===== src/rtl/decision_tree.sv =====
// Depth-3 binary decision-tree classifier over three unsigned features, one tree level per clock.
// Define DT_HOLD_Y_EN to keep y_o at the last result between OUT cycles (otherwise y_o is 0 outside OUT).
module decision_tree #(
   parameter int unsigned DATA_W = 8,
   parameter int unsigned T0     = 128,
   parameter int unsigned T1     = 64,
   parameter int unsigned T2     = 192,
   parameter int unsigned T3     = 64,
   parameter int unsigned T4     = 192,
   parameter int unsigned T5     = 64,
   parameter int unsigned T6     = 192,
   parameter int unsigned LEAF0  = 10,
   parameter int unsigned LEAF1  = 20,
   parameter int unsigned LEAF2  = 30,
   parameter int unsigned LEAF3  = 40,
   parameter int unsigned LEAF4  = 50,
   parameter int unsigned LEAF5  = 60,
   parameter int unsigned LEAF6  = 70,
   parameter int unsigned LEAF7  = 80
) (
   input  logic              clock,
   input  logic              reset,
   input  logic              start_i,
   input  logic [DATA_W-1:0] x1_i,
   input  logic [DATA_W-1:0] x2_i,
   input  logic [DATA_W-1:0] x3_i,
   output logic [DATA_W-1:0] y_o,
   output logic              y_valid_o
);

   typedef enum logic [2:0] {S_IDLE, S_L0, S_L1, S_L2, S_OUT} state_t;

   state_t            state, state_nxt;
   logic [3:0]        node, node_x2, child;
   logic [DATA_W-1:0] x1_lat, x2_lat, x3_lat, feat, y_lat;
   logic              cmp, load;

   function automatic logic [DATA_W-1:0] thr(input logic [3:0] n);
      case (n)
         4'd0:    return DATA_W'(T0);
         4'd1:    return DATA_W'(T1);
         4'd2:    return DATA_W'(T2);
         4'd3:    return DATA_W'(T3);
         4'd4:    return DATA_W'(T4);
         4'd5:    return DATA_W'(T5);
         4'd6:    return DATA_W'(T6);
         default: return '0;
      endcase
   endfunction

   // Leaves are tree nodes 7..14; anything else cannot reach OUT.
   function automatic logic [DATA_W-1:0] leaf(input logic [3:0] n);
      case (n)
         4'd7:    return DATA_W'(LEAF0);
         4'd8:    return DATA_W'(LEAF1);
         4'd9:    return DATA_W'(LEAF2);
         4'd10:   return DATA_W'(LEAF3);
         4'd11:   return DATA_W'(LEAF4);
         4'd12:   return DATA_W'(LEAF5);
         4'd13:   return DATA_W'(LEAF6);
         4'd14:   return DATA_W'(LEAF7);
         default: return '0;
      endcase
   endfunction

   always_ff @(posedge clock or posedge reset) begin
      if (reset) state <= S_IDLE;
      else       state <= state_nxt;
   end

   always_comb begin
      state_nxt = state;
      case (state)
         S_IDLE:  if (start_i) state_nxt = S_L0;
         S_L0:    state_nxt = S_L1;
         S_L1:    state_nxt = S_L2;
         S_L2:    state_nxt = S_OUT;
         S_OUT:   state_nxt = start_i ? S_L0 : S_IDLE;
         default: state_nxt = S_IDLE;
      endcase
   end

   // Level datapath: pick the level's latched feature, compare, step to a child (ties go right).
   always_comb begin
      case (state)
         S_L0:    feat = x1_lat;
         S_L1:    feat = x2_lat;
         default: feat = x3_lat;
      endcase
      cmp     = feat < thr(node);
      node_x2 = {node[2:0], 1'b0};
      child   = node_x2 + (cmp ? 4'd1 : 4'd2);
      load    = start_i && (state == S_IDLE || state == S_OUT);
   end

   always_ff @(posedge clock or posedge reset) begin
      if (reset) begin
         x1_lat <= '0;
         x2_lat <= '0;
         x3_lat <= '0;
         node   <= '0;
         y_lat  <= '0;
      end else if (load) begin
         x1_lat <= x1_i;
         x2_lat <= x2_i;
         x3_lat <= x3_i;
         node   <= '0;
      end else if (state == S_L0 || state == S_L1) begin
         node <= child;
      end else if (state == S_L2) begin
         node  <= child;
         y_lat <= leaf(child);
      end
   end

   always_comb begin
      y_valid_o = (state == S_OUT);
`ifdef DT_HOLD_Y_EN
      y_o = y_lat;
`else
      y_o = (state == S_OUT) ? y_lat : '0;
`endif
   end

endmodule


===== config.mk =====
export PLATFORM = sky130hd
export DESIGN_NAME = decision_tree
export DESIGN_NICKNAME = d
export VERILOG_FILES = /design/src/rtl/decision_tree.sv
export SDC_FILE = /design/constraint.sdc
export NUM_CORES = 1
export LEC_CHECK = 0
export BUFFER_PORTS_ARGS = -buffer_cell sky130_fd_sc_hd__buf_2
export CAP_MARGIN = 20
export CELL_PAD_IN_SITES_DETAIL_PLACEMENT = 0
export CELL_PAD_IN_SITES_GLOBAL_PLACEMENT = 1
export CORE_MARGIN = 5
export CORE_UTILIZATION = 33
export CTS_CLUSTER_SIZE = 20
export DETAILED_ROUTE_END_ITERATION = 10
export MAX_ROUTING_LAYER = met4
export PLACE_DENSITY_LB_ADDON = 0.1
export SLEW_MARGIN = 20
export SYNTH_ARGS = -nofsm -noshare
export SYNTH_HDL_FRONTEND = slang
export SYNTH_SLANG_ARGS = --single-unit

===== constraint.sdc =====
create_clock -name clock -period 3.1 [get_ports clock]
set_input_delay 0.62 -clock clock [delete_from_list [all_inputs] [get_ports clock]]
set_output_delay 0.62 -clock clock [all_outputs]
set_load 0.02 [all_outputs]

==> out/qor.csv, run 1 <==
stage,metric,value,unit
outcome,outcome,finished clean,
cells_and_area,n_fill_cell,352,
routing,viasPerCell,4.77,
yosys,netlist.top_cell.by_area,dfrtp_1,
sta,tns,0,ps
yosys,synth_area_per_cell,10.1,um^2
cells_and_area,final_common_cell,dfrtp_1,
yosys,synth_area,1110,um^2
global_routing,track_usage,12.9,%
global_routing,antenna_found_initial,0,
floorplan,die_h,68.0,um
routing,drcViolationCount,0,
clocking,cts_buffers,3,
yosys,yosysUniqueCellTypes,40,
place,gp_congestion,0.818,
clocking,clock_path_buffers,2,
critical_path,cp-start-kind,flop,
sta,layout_min_cycle_time,2950,ps
critical_path,crit_arrival,3200,ps
global_routing,grt_overflow,0,
sta,holdWs,418,ps
critical_path,required,3350,ps
routing,drtIter0Drc,37,
place,dp_slack,51.5,ps
sta,fmax,0.339,GHz
global_routing,grt_pass1_wl,4.33,mm
routing,avgRoutedWirePerCell,13.7,um
clocking,htree_levels,1,
sta,rsz0062_at_grt,no,
sta,hold_viol,0,
cells_and_area,final_layout_size_suffix_gt1_share,38.8,%
cells_and_area,layout.nets,174,
critical_path,critPathKind,reg2reg,
critical_path,cp-end-kind,flop,
yosys,ys_warn_count,0,
sta,fin_ws,151,ps
power,p_leak,0.686,nW
min_path,hold_path.class,in2async,
clocking,cts_root_buf,clkbuf_4,
global_routing,grt_max_degree,20,
critical_path,worstPathMaxFanout,7,
routing,wl,2.54,mm
clocking,clkLatencyLatePin,310,ps
routing,vias,882,
routing,postRouteAntennaNets,0,
floorplan,start_util,33.6,%
sta,skew,1.94,ps
yosys,synth_area_leaders,"dfrtp_1 43%, ha_1 7.9%, mux2_2 6.1%, and3_1 3.9%, a22o_1 3.2%",
yosys,ys_seq_area_share,42.8,%
flow_run,cap_violations,0,
floorplan,rows,21,
clocking,cts_tree,yes,
floorplan,core-area,3310,um^2
sta,post-route-period-util,95.1,%
floorplan,die-width,68.0,um
yosys,synth_cells,110,
floorplan,die-area,4630,um^2
place,port_buffers,15,
floorplan,io_pins,36,
sta,relSlewSlack,50.2,%
critical_path,reg2reg_depth,12,
place,place_hpwl,1.86,mm
power,peakVddDrop,671,uV
global_routing,grt_pass1_vias,907,
clocking,cts_hold_buf,0,
cells_and_area,syn2layout_area_growth,24.5,%
routing,firstDrtPassIters,4,
yosys,ys_seq_elements,19,
cells_and_area,diodes,0,
clocking,cts.sinks,19,
cells_and_area,layout_common_cells,"17 x dfrtp_1, 16 x buf_4, 15 x buf_2",
sta,worst_slew_pin_slew,747,ps
yosys,synth_top_area_share,42.8,%
clocking,clkTransAtPathRegs,110,ps
power,power_density,1450,nW/um^2
sta,final_max_slew_viol_count,0,
sta,setup_violations,0,
==> registers in the layout (all words and copies together), names as in the netlist <==
signal  flops
node        4
y_lat       6
x2_lat      2
state       3
x1_lat      2
x3_lat      2
==> cell usage after synthesis <==
cell type and number:
buf_2 2, o22a_2 1, a21o_1 1, mux2i_1 1
nor3_2 1, a21oi_1 6, nand3_1 1, inv_1 7
mux2_2 6, a32o_1 1, xnor2_1 1, or2_2 1
nand2b_1 1, and3_1 7, o21ai_2 1, a22o_1 4
a22oi_1 1, nand3b_1 2, o21ai_0 4, and3b_1 1
nor3b_1 2, a31oi_1 1, o21bai_1 1, o22ai_1 1
buf_6 2, or4_1 1, conb_1 1, and2b_2 1
nor2b_1 1, buf_4 2, o32ai_1 1, a31o_2 1
dfrtp_1 19, nor2_1 9, clkbuf_1 1, ha_1 7
and3b_2 1, nor3_1 2, and2_1 2, nand2_1 4
==> through the flow <==
step | total power, mW | instances | area [um^2] | util, %
finish | 2.00 | 185 | 1380 | 41.8
global route | 2.19 | 185 | 1380 | 41.8
CTS | 1.94 | 184 | 1350 | 40.8
floorplan | 1.30 | 111 | 1130 | -
detailed placement | 1.80 | 180 | 1320 | 40.0
global placement | 1.79 | 180 | 1320 | 40.0
==> final timing paths <==
kind | start | endpoint | slack [ps]
setup / recovery | state[0]$_DFFE_PP0P_ | y_lat[1]$_DFFE_PP0P_ | 150
hold / removal | reset | node[3]$_DFFE_PP0P_ | 420
setup reg to reg | state[0]$_DFFE_PP0P_ | y_lat[1]$_DFFE_PP0P_ | 150
hold reg to reg | y_lat[6]$_DFFE_PP0P_ | y_lat[6]$_DFFE_PP0P_ | 510
max in group asynchronous | reset | state[0]$_DFFE_PP0P_ | 2170
min in group clock | y_lat[6]$_DFFE_PP0P_ | y_lat[6]$_DFFE_PP0P_ | 510
==> what timing repair did <==
| item | in CTS | in global routing |
|---|---|---|
| buffers inserted | 0 | 1 |
| endpoints found under the setup margin | 0 | 3 |
| gates resized for setup | 0 | 6 |
==> cell families after synthesis <==
logic type | after synthesis | synth area share [%]
fa+ha+maj | 7 | 7.88
other cells | 1 | 0.338
flops | 19 | 42.8
buf+inv | 14 | 6.98
compound gates | 24 | 15.0
mux | 7 | 6.98
xor+xnor | 1 | 0.788
simple gates | 37 | 19.3
==> layout make-up <==
class	count	area, um^2	area share, %
Multi-Input combinational cell	78	601	43.4
Sequential cell	19	478	34.5
Timing Repair Buffer	31	195	14.1
Tap cell	46	57.6	4.16
Clock buffer	4	26.3	1.90
Inverter	7	26.3	1.90
==> critical path, stage by stage (launching register included) <==
cell and delay, ps:
dfrtp_2 480, nor3b_1 200, nor2_1 80, o22a_2 200, ha_1 310, a21oi_2 160, inv_1 70, ha_1 220
ha_4 310, nand3b_1 100, o22ai_1 80, or4_1 510, a21oi_2 150
==> report_power, final <==
group	internal (mW)	switching (mW)
clock network	0.0503	0.0826
logic	0.727	0.667
registers	0.371	0.104
==> layer usage <==
| layer | global-route usage, % | part of all wire (%) |
|---|---|---|
| met4 | 5.96 | 2.0 |
| met1 | 17.3 | 47 |
| met3 | 2.13 | 4.8 |
| met5 | - | 0 |
| met2 | 19.1 | 46 |
Note: power is estimated with default switching activity, not from simulation.
==> run 2: changes to the inputs <==
- CORE_ASPECT_RATIO: default -> 1.25
==> run 2 against run 1 <==
  * Register-to-register slack gained 50 ps
  * Non-clock buffer count decreased by 5
  * Clock skew up 4.6 ps
  * Maximum frequency grew 1.7%
  * Worst hold slack better by 60 ps
  * Final area shrank 2.6%
  * Critical path depth unchanged
  * Clock power up 32%
  * Total power shrank 4.0%
==> out/qor.csv, run 2 (synthesis gave the netlist of run 1 again) <==
stage,metric,value,unit,change
outcome,outcome,finished clean,,
floorplan,die-width,61.9,um,-9.0%
critical_path,critical_path_buf_inv_count,1,,unchanged
critical_path,cp-start-kind,flop,,
clocking,clkTransAtPathRegs,80,ps,-30 ps
clocking,cts.sinks,19,,unchanged
critical_path,critPathKind,reg2reg,,
clocking,cts_root_buf,clkbuf_8,,
floorplan,die_h,74.9,um,+10%
cells_and_area,largest_register_ffs,6,,unchanged
place,placed_area,1280,um^2,-3.1%
routing,drtIter0Drc,32,,-14%
sta,fmax,0.345,GHz,+1.7%
floorplan,io_pins,36,,unchanged
cells_and_area,reg_top3,"y_lat: 6 flops, node: 4 flops, state: 3 flops",,
global_routing,grt_pass1_vias,849,,-6.4%
cells_and_area,top_register,y_lat,,
clocking,htree_levels,1,,unchanged
sta,layout_min_cycle_time,2900,ps,-50.0 ps
global_routing,grt_max_degree,20,,unchanged
place,dp_slack,48.4,ps,-3.10 ps
cells_and_area,fin_area,1350,um^2,-2.6%
floorplan,start_util,34.5,%,+0.91 points
clocking,post_cts_buffers,0,,unchanged
sta,tns,0,ps,unchanged
routing,postRouteAntennaNets,0,,unchanged
cells_and_area,final_layout_size_suffix_gt1_share,35.8,%,-3.0 points
sta,worst_slew_pin_slew,745,ps,-1.95 ps
clocking,cts_hold_buf,0,,unchanged
routing,wl,2.47,mm,-2.9%
critical_path,worstPathMaxFanout,7,,unchanged
sta,rsz0062_at_grt,no,,
routing,avgRoutedWirePerCell,14.4,um,+5.0%
routing,drcViolationCount,0,,unchanged
global_routing,track_usage,12.4,%,-0.56 points
place,gp_congestion,0.833,,+1.8%
cells_and_area,diodes,0,,unchanged
sta,holdWs,477,ps,+59.5 ps
cells_and_area,layout.nets,169,,-2.9%
critical_path,cp_cell_sequence,nor3b_2 > nor2_1 > o22a_2 > ha_1 > a21oi_2 > inv_1 > ha_1 > ha_4 > nand3b_1 > o22ai_1 > or4_1 > a21oi_1,,
power,p_leak,0.667,nW,-2.7%
critical_path,slowest_delay,480,ps,-30 ps
floorplan,core-area,3220,um^2,-2.6%
critical_path,crit_arrival,3090,ps,-110 ps
global_routing,grt_overflow,0,,unchanged
sta,relSlewSlack,50.3,%,+0.13 points
power,peakVddDrop,807,uV,+20%
cells_and_area,syn2layout_area_growth,21.3,%,
cells_and_area,layout_common_cells,"17 x dfrtp_1, 15 x buf_2, 11 x buf_4",,
flow_run,cap_violations,0,,unchanged
routing,viasPerCell,4.94,,+3.5%
min_path,hold_path.class,in2async,,
critical_path,cp_slowest_cell,or4_1,,
clocking,cts_tree,yes,,
routing,vias,844,,-4.3%
floorplan,rows,23,,+9.5%
floorplan,die-area,4630,um^2,+0.16%
sta,hold_viol,0,,unchanged
sta,fin_ws,201,ps,+50.0 ps
global_routing,antenna_found_initial,0,,unchanged
place,place_hpwl,1.90,mm,+2.1%
sta,setup_violations,0,,unchanged
critical_path,crit_family,adder cells,,
critical_path,cp-end-kind,flop,,
clocking,cts_buffers,3,,unchanged
sta,skew,6.52,ps,+4.58 ps
clocking,clock_path_buffers,2,,unchanged
power,power,1.92,mW,-4.0%
critical_path,required,3290,ps,-60 ps
critical_path,cpMostUsedCell,ha_1,,
global_routing,grt_pass1_wl,4.07,mm,-6.0%
sta,final_max_slew_viol_count,0,,unchanged
routing,firstDrtPassIters,4,,unchanged
cells_and_area,final_common_cell,dfrtp_1,,
place,port_buffers,15,,unchanged
power,power_density,1430,nW/um^2,-1.4%
clocking,clkLatencyLatePin,260,ps,-50 ps
sta,post-route-period-util,93.5,%,-1.6 points
## run 2: cell types whose count changed in the layout (fill, tap and decap cells not counted), sizes merged
cell | previous run | this run
buf | 31 | 26
## run 2: power breakdown
part	total (mW)	internal [mW]	switching, mW
registers	0.472	0.372	0.0999
clock network	0.175	0.0914	0.0835
logic	1.28	0.641	0.634
## run 2: final cells by class
cell class / count / area [um^2]
fillers: 345 / 1880
well taps: 37 / 46.3
inverters: 7 / 26.3
clock buffers: 4 / 45.0
flip-flops and latches: 19 / 478
multi-input cells: 78 / 594
repair buffers: 26 / 158
## run 2: stage by stage
step / std cells / util, %
final: 171 / 41.8
after floorplan: 111 / -
after global placement: 167 / 39.8
after CTS: 171 / 41.2
after global routing: 171 / 41.8
after detailed placement: 167 / 39.8
## run 2: final timing paths
kind	start	endpoint	slack, ps	cells after the start
setup reg to reg	state[0]$_DFFE_PP0P_	y_lat[1]$_DFFE_PP0P_	200	12
setup / recovery	state[0]$_DFFE_PP0P_	y_lat[1]$_DFFE_PP0P_	200	12
max in group asynchronous	reset	state[1]$_DFFE_PP0P_	2100	2
hold / removal	reset	y_lat[5]$_DFFE_PP0P_	480	2
hold reg to reg	y_lat[6]$_DFFE_PP0P_	y_lat[6]$_DFFE_PP0P_	490	1
min in group clock	y_lat[6]$_DFFE_PP0P_	y_lat[6]$_DFFE_PP0P_	490	1
## run 2: what timing repair did
item / CTS / global route
hold endpoints to repair: 0 / 0
setup endpoints to repair: 0 / 3
resized for setup: 0 / 5
## run 2: metal layers
layer / global-route usage [%] / share of wire, % / vias up
met4: 4.95 / 1.9 / 0
met3: 2.06 / 2.6 / 5
met1: 16.2 / 45 / 398
met5: - / 0 / -
met2: 18.9 / 51 / 10
li1: - / - / 431
==> run 3: changes to the inputs <==
- RECOVER_POWER: default -> 50
==> run 3 against run 2 <==
  * Final area shrank 0.28%
  * Critical path type unchanged
  * Worst setup slack barely moved
  * Non-clock buffer count is the same
  * Highest routed layer unchanged
  * Die area is the same
  * Wire length is essentially flat
  * Flip-flop and latch count unchanged
  * Largest cell class unchanged
  * Clock power about the same
==> out/qor.csv, run 3 (synthesis gave the netlist of run 1 again) <==
stage,metric,value,unit,change
routing,vias,843,,-0.12%
place,place_hpwl,1.90,mm,unchanged
sta,final_max_slew_viol_count,0,,unchanged
cells_and_area,reg_top3,"y_lat: 6 flops, node: 4 flops, state: 3 flops",,
critical_path,cp_cell_sequence,nor3b_2 > nor2_1 > o22a_2 > ha_1 > a21oi_2 > inv_1 > ha_1 > ha_4 > nand3b_1 > o22ai_1 > or4_1 > a21oi_1,,
critical_path,worstPathMaxFanout,7,,unchanged
floorplan,rows,23,,unchanged
clocking,cts_buffers,3,,unchanged
clocking,clock_path_buffers,2,,unchanged
floorplan,die-area,4630,um^2,unchanged
floorplan,core-area,3220,um^2,unchanged
cells_and_area,layout.nets,169,,unchanged
clocking,post_cts_buffers,0,,unchanged
sta,rsz0062_at_grt,no,,
global_routing,grt_pass1_wl,4.07,mm,unchanged
cells_and_area,top_register,y_lat,,
critical_path,required,3290,ps,about the same
critical_path,r2r_setup_slack,200,ps,about the same
global_routing,grt_max_degree,20,,unchanged
cells_and_area,layout_common_cells,"17 x dfrtp_1, 15 x buf_2, 10 x buf_4",,
place,port_buffers,15,,unchanged
flow_run,cap_violations,0,,unchanged
critical_path,cp-start-kind,flop,,
critical_path,crit_arrival,3090,ps,about the same
global_routing,track_usage,12.4,%,unchanged
power,peakVddDrop,807,uV,about the same
place,placed_area,1280,um^2,unchanged
global_routing,antenna_found_initial,0,,unchanged
clocking,clkLatencyLatePin,260,ps,about the same
critical_path,cp-end-kind,flop,,
floorplan,start_util,34.5,%,unchanged
floorplan,io_pins,36,,unchanged
sta,setup_violations,0,,unchanged
power,p_leak,0.663,nW,-0.61%
floorplan,die-width,61.9,um,unchanged
cells_and_area,final_layout_size_suffix_gt1_share,35.1,%,-0.75 points
critical_path,slowest_delay,480,ps,about the same
routing,drcViolationCount,0,,unchanged
critical_path,cp_slowest_cell,or4_1,,
routing,wl,2.47,mm,about the same
global_routing,grt_overflow,0,,unchanged
cells_and_area,final_common_cell,dfrtp_1,,
power,power,1.92,mW,-0.28%
clocking,cts_tree,yes,,
floorplan,die_h,74.9,um,unchanged
routing,viasPerCell,4.93,,-0.12%
outcome,outcome,finished clean,,
sta,relSlewSlack,50.3,%,unchanged
cells_and_area,fin_area,1340,um^2,-0.28%
global_routing,grt_pass1_vias,849,,unchanged
routing,avgRoutedWirePerCell,14.4,um,about the same
cells_and_area,syn2layout_area_growth,20.9,%,
sta,layout_min_cycle_time,2900,ps,+0.0960 ps
power,power_density,1430,nW/um^2,about the same
sta,fin_ws,201,ps,-0.0960 ps
clocking,cts_root_buf,clkbuf_8,,
clocking,htree_levels,1,,unchanged
sta,worst_slew_pin_slew,745,ps,unchanged
sta,hold_viol,0,,unchanged
routing,firstDrtPassIters,4,,unchanged
sta,post-route-period-util,93.5,%,about the same
clocking,clkTransAtPathRegs,80,ps,about the same
clocking,cts.sinks,19,,unchanged
sta,tns,0,ps,unchanged
cells_and_area,diodes,0,,unchanged
critical_path,cpMostUsedCell,ha_1,,
sta,fmax,0.345,GHz,about the same
routing,postRouteAntennaNets,0,,unchanged
cells_and_area,largest_register_ffs,6,,unchanged
min_path,hold_path.class,in2async,,
sta,skew,6.52,ps,unchanged
place,dp_slack,48.4,ps,unchanged
sta,holdWs,477,ps,unchanged
critical_path,critPathKind,reg2reg,,
place,gp_congestion,0.833,,unchanged
routing,drtIter0Drc,32,,unchanged
-- run 3: per-stage QoR --
stage | cells | utilization, %
2_1_floorplan | 111 | -
3_3_place_gp | 167 | 39.8
3_5_place_dp | 167 | 39.8
4_1_cts | 171 | 41.2
5_1_grt | 171 | 41.7
6_report | 171 | 41.7
-- run 3: where the power goes --
group,internal [mW],switching [mW],leakage (nW)
clock network,0.0914,0.0835,0.0228
registers,0.372,0.0998,0.233
logic,0.636,0.634,0.408
total,1.10,0.817,0.663
-- run 3: repair_timing --
| action | in CTS | in global routing |
|---|---|---|
| gates resized for setup | 0 | 5 |
| hold buffers | 0 | 0 |
| setup endpoints to repair | 0 | 3 |
-- run 3: worst max-delay path, delay by kind of cell, from the launching register on --
family                     cells  cell delay (ps)
adders and majority gates      3              860
and+or+nand+nor                4              830
DFF                            1              460
AOI/OAI and AO/OA              4              610
buffers and inverters          1               80
-- run 3: final cells by class --
class	instances	area (um^2)
clock buffer	4	45.0
fill	345	1880
inverter	7	26.3
multi-input combinational	78	594
sequential	19	478
tap	37	46.3
timing repair buffer	26	154
-- run 3: worst paths after layout --
check	start	end	cells past startpoint
max	state[0]$_DFFE_PP0P_	y_lat[1]$_DFFE_PP0P_	12
min in group clock	y_lat[6]$_DFFE_PP0P_	y_lat[6]$_DFFE_PP0P_	1
max reg2reg	state[0]$_DFFE_PP0P_	y_lat[1]$_DFFE_PP0P_	12
max in group asynchronous	reset	state[1]$_DFFE_PP0P_	2
min	reset	y_lat[5]$_DFFE_PP0P_	2
min reg2reg	y_lat[6]$_DFFE_PP0P_	y_lat[6]$_DFFE_PP0P_	1
-- run 3: per-layer routing --
layer	vias to the layer above	GRT usage (%)	wire [um]
met5	-	-	0
met2	10	18.9	1250
li1	431	-	-
met1	397	16.2	1100
met4	0	4.95	46
met3	5	2.06	64
